--- config.mk ---
export PLATFORM = sky130hd
export DESIGN_NAME = div_sequencer
export DESIGN_NICKNAME = d
export VERILOG_FILES = /design/src/rtl/div_sequencer.sv
export SDC_FILE = /design/constraint.sdc
export NUM_CORES = 1
export LEC_CHECK = 0
export CORE_MARGIN = 1
export CORE_UTILIZATION = 30
export DETAILED_ROUTE_END_ITERATION = 10
export SYNTH_ARGS = -nofsm -noshare
export SYNTH_HDL_FRONTEND = slang
export SYNTH_HIERARCHICAL = 1
export SYNTH_SLANG_ARGS = --single-unit
--- constraint.sdc ---
create_clock -name clk -period 16.9 [get_ports clk]
set_input_delay 3.38 -clock clk [delete_from_list [all_inputs] [get_ports clk]]
set_output_delay 3.38 -clock clk [all_outputs]
set_load 0.01 [all_outputs]
--- src/rtl/div_sequencer.sv ---
// -----------------------------------------------------------------------------
// div_sequencer
//
// Multi-cycle restoring divider controller for the MIPS ALU (DIV/DIVU).
// It produces one quotient bit per cycle. Each trial subtraction goes through
// the shared 32-bit subtractor. The quotient (LO) and remainder (HI) stay on
// the outputs until the next accepted operation completes.
//
// Optional feature macro: SIGNED_DIV_EN
//   undefined : unsigned only, states IDLE/RUN/DONE, 33-cycle latency.
//   defined   : adds the is_signed input and a FIXUP state (34-cycle latency).
//               The loop divides magnitudes. FIXUP then applies the signs.
//
// Parameters:
//   DIV0_QUOTIENT  quotient value reported on a divide-by-zero.
//
// Ports:
//   clk          in   1   rising-edge clock
//   rst          in   1   asynchronous, active-high reset
//   start        in   1   request pulse, only honoured in IDLE
//   dividend     in  32   numerator, captured on an accepted start
//   divisor      in  32   denominator, captured on an accepted start
//   is_signed    in   1   (SIGNED_DIV_EN only) signed operation select
//   busy         out  1   high while the iteration loop is running
//   done         out  1   one-cycle pulse; results valid from this cycle on
//   quotient     out 32   LO result, held until the next operation completes
//   remainder    out 32   HI result, held until the next operation completes
//   div_by_zero  out  1   set with done when the divisor was zero
// -----------------------------------------------------------------------------

// 32-bit subtractor: returns a - b and the borrow, which is set when a < b.
module subtractor (
    input  logic [31:0] a_i,
    input  logic [31:0] b_i,
    output logic [31:0] diff_o,
    output logic        borrow_o
);

    // 33-bit difference; the top bit is the borrow out of bit 31.
    always_comb begin
        {borrow_o, diff_o} = {1'b0, a_i} - {1'b0, b_i};
    end

endmodule

module div_sequencer #(
    parameter logic [31:0] DIV0_QUOTIENT = 32'hFFFFFFFF
) (
    input  logic        clk,
    input  logic        rst,
    input  logic        start,
    input  logic [31:0] dividend,
    input  logic [31:0] divisor,
`ifdef SIGNED_DIV_EN
    input  logic        is_signed,
`endif
    output logic        busy,
    output logic        done,
    output logic [31:0] quotient,
    output logic [31:0] remainder,
    output logic        div_by_zero
);

    typedef enum logic [1:0] {
        ST_IDLE  = 2'd0,
        ST_RUN   = 2'd1,
        ST_DONE  = 2'd2,
        ST_FIXUP = 2'd3
    } state_t;

    state_t      state_q;
    logic [4:0]  count_q;
    logic [31:0] rem_q;      // partial remainder R
    logic [31:0] quo_q;      // dividend shifting out / quotient shifting in (Q)
    logic [31:0] dvsr_q;     // captured divisor (magnitude in signed mode)
    logic        div0_q;     // pending divide-by-zero flag for the DONE state

    logic [32:0] s_s;        // {R, Q[31]}: the shifted partial remainder
    logic [31:0] trial_s;
    logic        borrow_s;
    logic        take_s;
    logic [31:0] rem_d;
    logic [31:0] quo_d;
    logic [31:0] dividend_mag_s;
    logic [31:0] divisor_mag_s;

`ifdef SIGNED_DIV_EN
    logic        neg_quo_q;  // operand signs differ: negate the quotient
    logic        neg_rem_q;  // dividend negative: negate the remainder

    // Magnitudes of the operands. The most negative value maps to 32'h80000000,
    // which is the correct unsigned magnitude.
    always_comb begin
        if (is_signed && dividend[31]) begin
            dividend_mag_s = 32'd0 - dividend;
        end else begin
            dividend_mag_s = dividend;
        end
        if (is_signed && divisor[31]) begin
            divisor_mag_s = 32'd0 - divisor;
        end else begin
            divisor_mag_s = divisor;
        end
    end
`else
    // Unsigned only: the operands go to the loop unchanged.
    always_comb begin
        dividend_mag_s = dividend;
        divisor_mag_s  = divisor;
    end
`endif

    assign s_s = {rem_q, quo_q[31]};

    subtractor u_sub (
        .a_i      (s_s[31:0]),
        .b_i      (dvsr_q),
        .diff_o   (trial_s),
        .borrow_o (borrow_s)
    );

    // If the shifted-out bit is set, S is at least 2^32 and so exceeds any
    // divisor. The wrapped 32-bit trial difference is still the true result,
    // because S is always less than 2*divisor.
    assign take_s = s_s[32] | ~borrow_s;

    // One restoring-division step: keep the trial difference or restore S.
    always_comb begin
        if (take_s) begin
            rem_d = trial_s;
            quo_d = {quo_q[30:0], 1'b1};
        end else begin
            rem_d = s_s[31:0];
            quo_d = {quo_q[30:0], 1'b0};
        end
    end

    // Control FSM with the datapath registers and all registered outputs.
    always_ff @(posedge clk or posedge rst) begin
        if (rst) begin
            state_q     <= ST_IDLE;
            count_q     <= 5'd0;
            rem_q       <= 32'd0;
            quo_q       <= 32'd0;
            dvsr_q      <= 32'd0;
            div0_q      <= 1'b0;
`ifdef SIGNED_DIV_EN
            neg_quo_q   <= 1'b0;
            neg_rem_q   <= 1'b0;
`endif
            busy        <= 1'b0;
            done        <= 1'b0;
            quotient    <= 32'd0;
            remainder   <= 32'd0;
            div_by_zero <= 1'b0;
        end else begin
            done <= 1'b0;
            case (state_q)
                ST_IDLE: begin
                    // Ignore a start that coincides with the done pulse. The
                    // pipeline must issue its next request after done.
                    if (start && !done) begin
                        div_by_zero <= 1'b0;
                        if (divisor == 32'd0) begin
                            // No loop: stage the fixed results, publish them
                            // in DONE.
                            quo_q   <= DIV0_QUOTIENT;
                            rem_q   <= dividend;
                            div0_q  <= 1'b1;
                            state_q <= ST_DONE;
                        end else begin
                            rem_q   <= 32'd0;
                            quo_q   <= dividend_mag_s;
                            dvsr_q  <= divisor_mag_s;
                            count_q <= 5'd0;
                            div0_q  <= 1'b0;
                            busy    <= 1'b1;
`ifdef SIGNED_DIV_EN
                            neg_quo_q <= is_signed & (dividend[31] ^ divisor[31]);
                            neg_rem_q <= is_signed & dividend[31];
`endif
                            state_q <= ST_RUN;
                        end
                    end else begin
                        state_q <= ST_IDLE;
                    end
                end
                ST_RUN: begin
                    rem_q   <= rem_d;
                    quo_q   <= quo_d;
                    count_q <= count_q + 5'd1;
                    if (count_q == 5'd31) begin
`ifdef SIGNED_DIV_EN
                        state_q <= ST_FIXUP;
`else
                        busy    <= 1'b0;
                        state_q <= ST_DONE;
`endif
                    end else begin
                        state_q <= ST_RUN;
                    end
                end
`ifdef SIGNED_DIV_EN
                ST_FIXUP: begin
                    // Quotient follows the XOR of the signs. The remainder
                    // follows the sign of the dividend.
                    if (neg_quo_q) begin
                        quo_q <= 32'd0 - quo_q;
                    end else begin
                        quo_q <= quo_q;
                    end
                    if (neg_rem_q) begin
                        rem_q <= 32'd0 - rem_q;
                    end else begin
                        rem_q <= rem_q;
                    end
                    busy    <= 1'b0;
                    state_q <= ST_DONE;
                end
`endif
                ST_DONE: begin
                    // The only place where the visible results change.
                    done        <= 1'b1;
                    busy        <= 1'b0;
                    quotient    <= quo_q;
                    remainder   <= rem_q;
                    div_by_zero <= div0_q;
                    state_q     <= ST_IDLE;
                end
                default: begin
                    busy    <= 1'b0;
                    state_q <= ST_IDLE;
                end
            endcase
        end
    end

endmodule

==> results.ini <==
[outcome]
status=finished clean

[detailed_routing]
viasPerCell=4.956
firstDrtPassIters=5
drtIter0Drc=455
ant_nets=0
wirelength_um=27930
vias=8307
wl_per_cell_um=16.66
drc_errors=0

[critical_path]
path_cells=clkdlybuf4s50_1 > nor4_1 > nand4_1 > buf_4 > o21ai_4 > buf_4 > mux2_2
slowest_delay_ns=0.74
r2r-start=quo_q[31]
path_class=input pin to register
cp-startpoint=divisor[10]
arrival_ns=6.48
cp.required_ns=17.22
crit_path_max_fanout=66
cp-end-kind=register
cp_slowest_cell=nor4_1
start_kind=input pin
path_common_cell=buf_4

[timing]
timing.final.crit_period_ns=6.155
drv_slew=0
finalHoldViolations=0
final-setup-viol-count=0
fin_skew_ns=0.01056
fin_setup_tns_ns=0
timing.slew.headroom_pct=24.77
max_freq_mhz=162.5
period_share_pct=36.42
rsz0062_at_grt=false
tightestPinTransition_ns=1.128

[worst_hold_path]
min_from=remainder[23]
hold_class=register to register

[global_route]
antenna_found_initial=1
grt_pass1_wl_um=44270
grt_max_degree=77
grt_pass1_vias=8088
grt_overflow=0
track_usage_pct=16.90

[clock_network]
cts_tree=done
clk_path_buf_depth=2
clk_pin_slew_worst_paths_ns=0.07
cts_setup_buffers=0
clock_latency_ns=0.43
root_buffer=clkbuf_16
ctsHoldBuffers=0
h-tree-depth=4
cts_resized=0
cts_num_sinks=171
cts_buffers=17

[place]
dp.cells=1643
place_area_mm2=0.01152
portBuffers=133
routabilityCongestion=0.8656
dp_hpwl_um=20250

[pwr]
p_leak_nw=5.434
peakVddDrop_uv=90.23
p_per_area_mw_per_mm2=216.8

[finish]
fillCellCount=3303
fin_cells=1676
drive_gt1_share_pct=7.016
post-route-cell-area_mm2=0.01212
layout.nets=1329
areaGrowthSynthToFinish_pct=23.24

[synthesis]
synth_common_cells=nand2_1, dfrtp_1, nor2_1
syn_nets=1235
synth.area.top_cells=dfrtp_1, nand2_1, nor2_1
synth_warnings=6
syn-mean-instance-area_um2=8.678
syn_area_mm2=0.009832
synth_ff_type=dfrtp_1
netlist_instances=1133
synth.most_common_cell=nand2_1
yosysTopAreaCell=dfrtp_1
yosys.area.top_type_share_pct=43.52
synth_seq_cells=171
synth_edf_count=0
synth.distinct_cells=61
synthArstFlopShare_pct=100.0
seq_area_frac_synth_pct=43.52

[job]
max_cap_violations=0

[floorplan]
ioPinCount=134
initial_core_util_pct=30.84
row_count=65
fp.dieW_um=183.0
core_area_mm2=0.03188
die_h_um=183.0
dieArea_mm2=0.03350

==> per-stage QoR <==
stage          setup slack, ns  power, mW  util [%]  hold slack, ns
2_1_floorplan            8.888      1.801         -          0.4527
3_3_place_gp             10.32      2.206     36.13          0.4569
3_5_place_dp             10.22      2.231     36.13          0.4623
4_1_cts                  10.68      2.648     38.00          0.4806
5_1_grt                  10.50      2.838     38.01          0.4903
6_report                 10.75      2.627     38.01          0.4741
==> path summary, 6_finish.rpt <==
check	slack (ns)	end	cells after the start
worst max-delay path	10.75	dvsr_q[20]	7
worst min-delay path	0.47	remainder[23]	2
worst max register to register	12.45	rem_q[31]	13
worst min register to register	0.47	remainder[23]	2
max in group asynchronous	11.61	dvsr_q[0]	4
min in group asynchronous	3.44	remainder[17]	2
==> report_power, final <==
part | internal, mW | leakage, nW | switching [mW]
combinational | 0.704 | 3.20 | 0.768
clock | 0.214 | 0.280 | 0.190
sequential | 0.601 | 1.96 | 0.150
==> registers in the layout, summed over array words and instances (netlist names) <==
| name | count |
|---|---|
| dvsr_q | 32 |
| quo_q | 32 |
| div_by_zero | 1 |
| count_q | 5 |
| remainder | 32 |
| done | 1 |
| rem_q | 32 |
| busy | 1 |
| div0_q | 1 |
| state_q | 2 |
| quotient | 32 |
==> final cells by class <==
type	count	area, um2	share of cell area, %
inverter	47	181.4	1.497
sequential	171	4279	35.32
antenna	1	2.502	0.02065
clock inverter	14	156.4	1.291
tap	435	544.3	4.492
timing repair buffer	143	1406	11.61
multi-input combinational	847	5107	42.15
clock buffer	18	439.2	3.625
==> critical path: cells and delay by family <==
family,cells,cell delay (ns)
buffers and inverters,3,1.23
and+or+nand+nor,2,0.94
AOI/OAI and AO/OA,1,0.53
muxes,1,0.39
==> layout by cell type, fill, tap and decap left out, drive strengths merged, types with 8 or more instances in the layout <==
cell / netlist / final
inv: 47 / 53
a22o: 35 / 35
nor4: 9 / 9
nor2: 125 / 125
dfrtp: 171 / 171
nand2: 262 / 262
a21o: 8 / 8
nand2b: 11 / 11
buf: 16 / 10
mux2i: 35 / 35
clkbuf: 52 / 18
mux2: 33 / 33
a21oi: 45 / 45
o22a: 32 / 32
o21ai: 89 / 89
xnor2: 16 / 16
nor3: 40 / 40
xor2: 9 / 9
ha: 34 / 34
clkdlybuf4s50: 0 / 133
==> per-layer routing <==
metal / up-vias / routed length, um / share of wire [%] / GRT usage [%]
met3: 25 / 981 / 3.5 / 2.879
met5: - / 0 / 0 / 0
met4: 0 / 354 / 1.3 / 4.467
met2: 166 / 13660 / 49 / 28.24
met1: 4038 / 12930 / 46 / 22.52
li1: 4078 / - / - / -
==> logic make-up (layout without fill, tap and decap cells) <==
logic type               count (synthesis)  in the layout  share of synthesized area (%)
adder cells (fa/ha/maj)                 35             35                          4.530
buffers and inverters                  115            222                          4.759
multiplexers                            68             68                          7.725
AND/OR/NAND/NOR                        474            474                          19.97
AO/OA/AOI/OAI                          245            245                          17.27
XOR/XNOR                                25             25                          2.227
flip-flops                             171            171                          43.52
other                                    0              1                              0
Note: power is estimated with default switching activity, not from simulation.
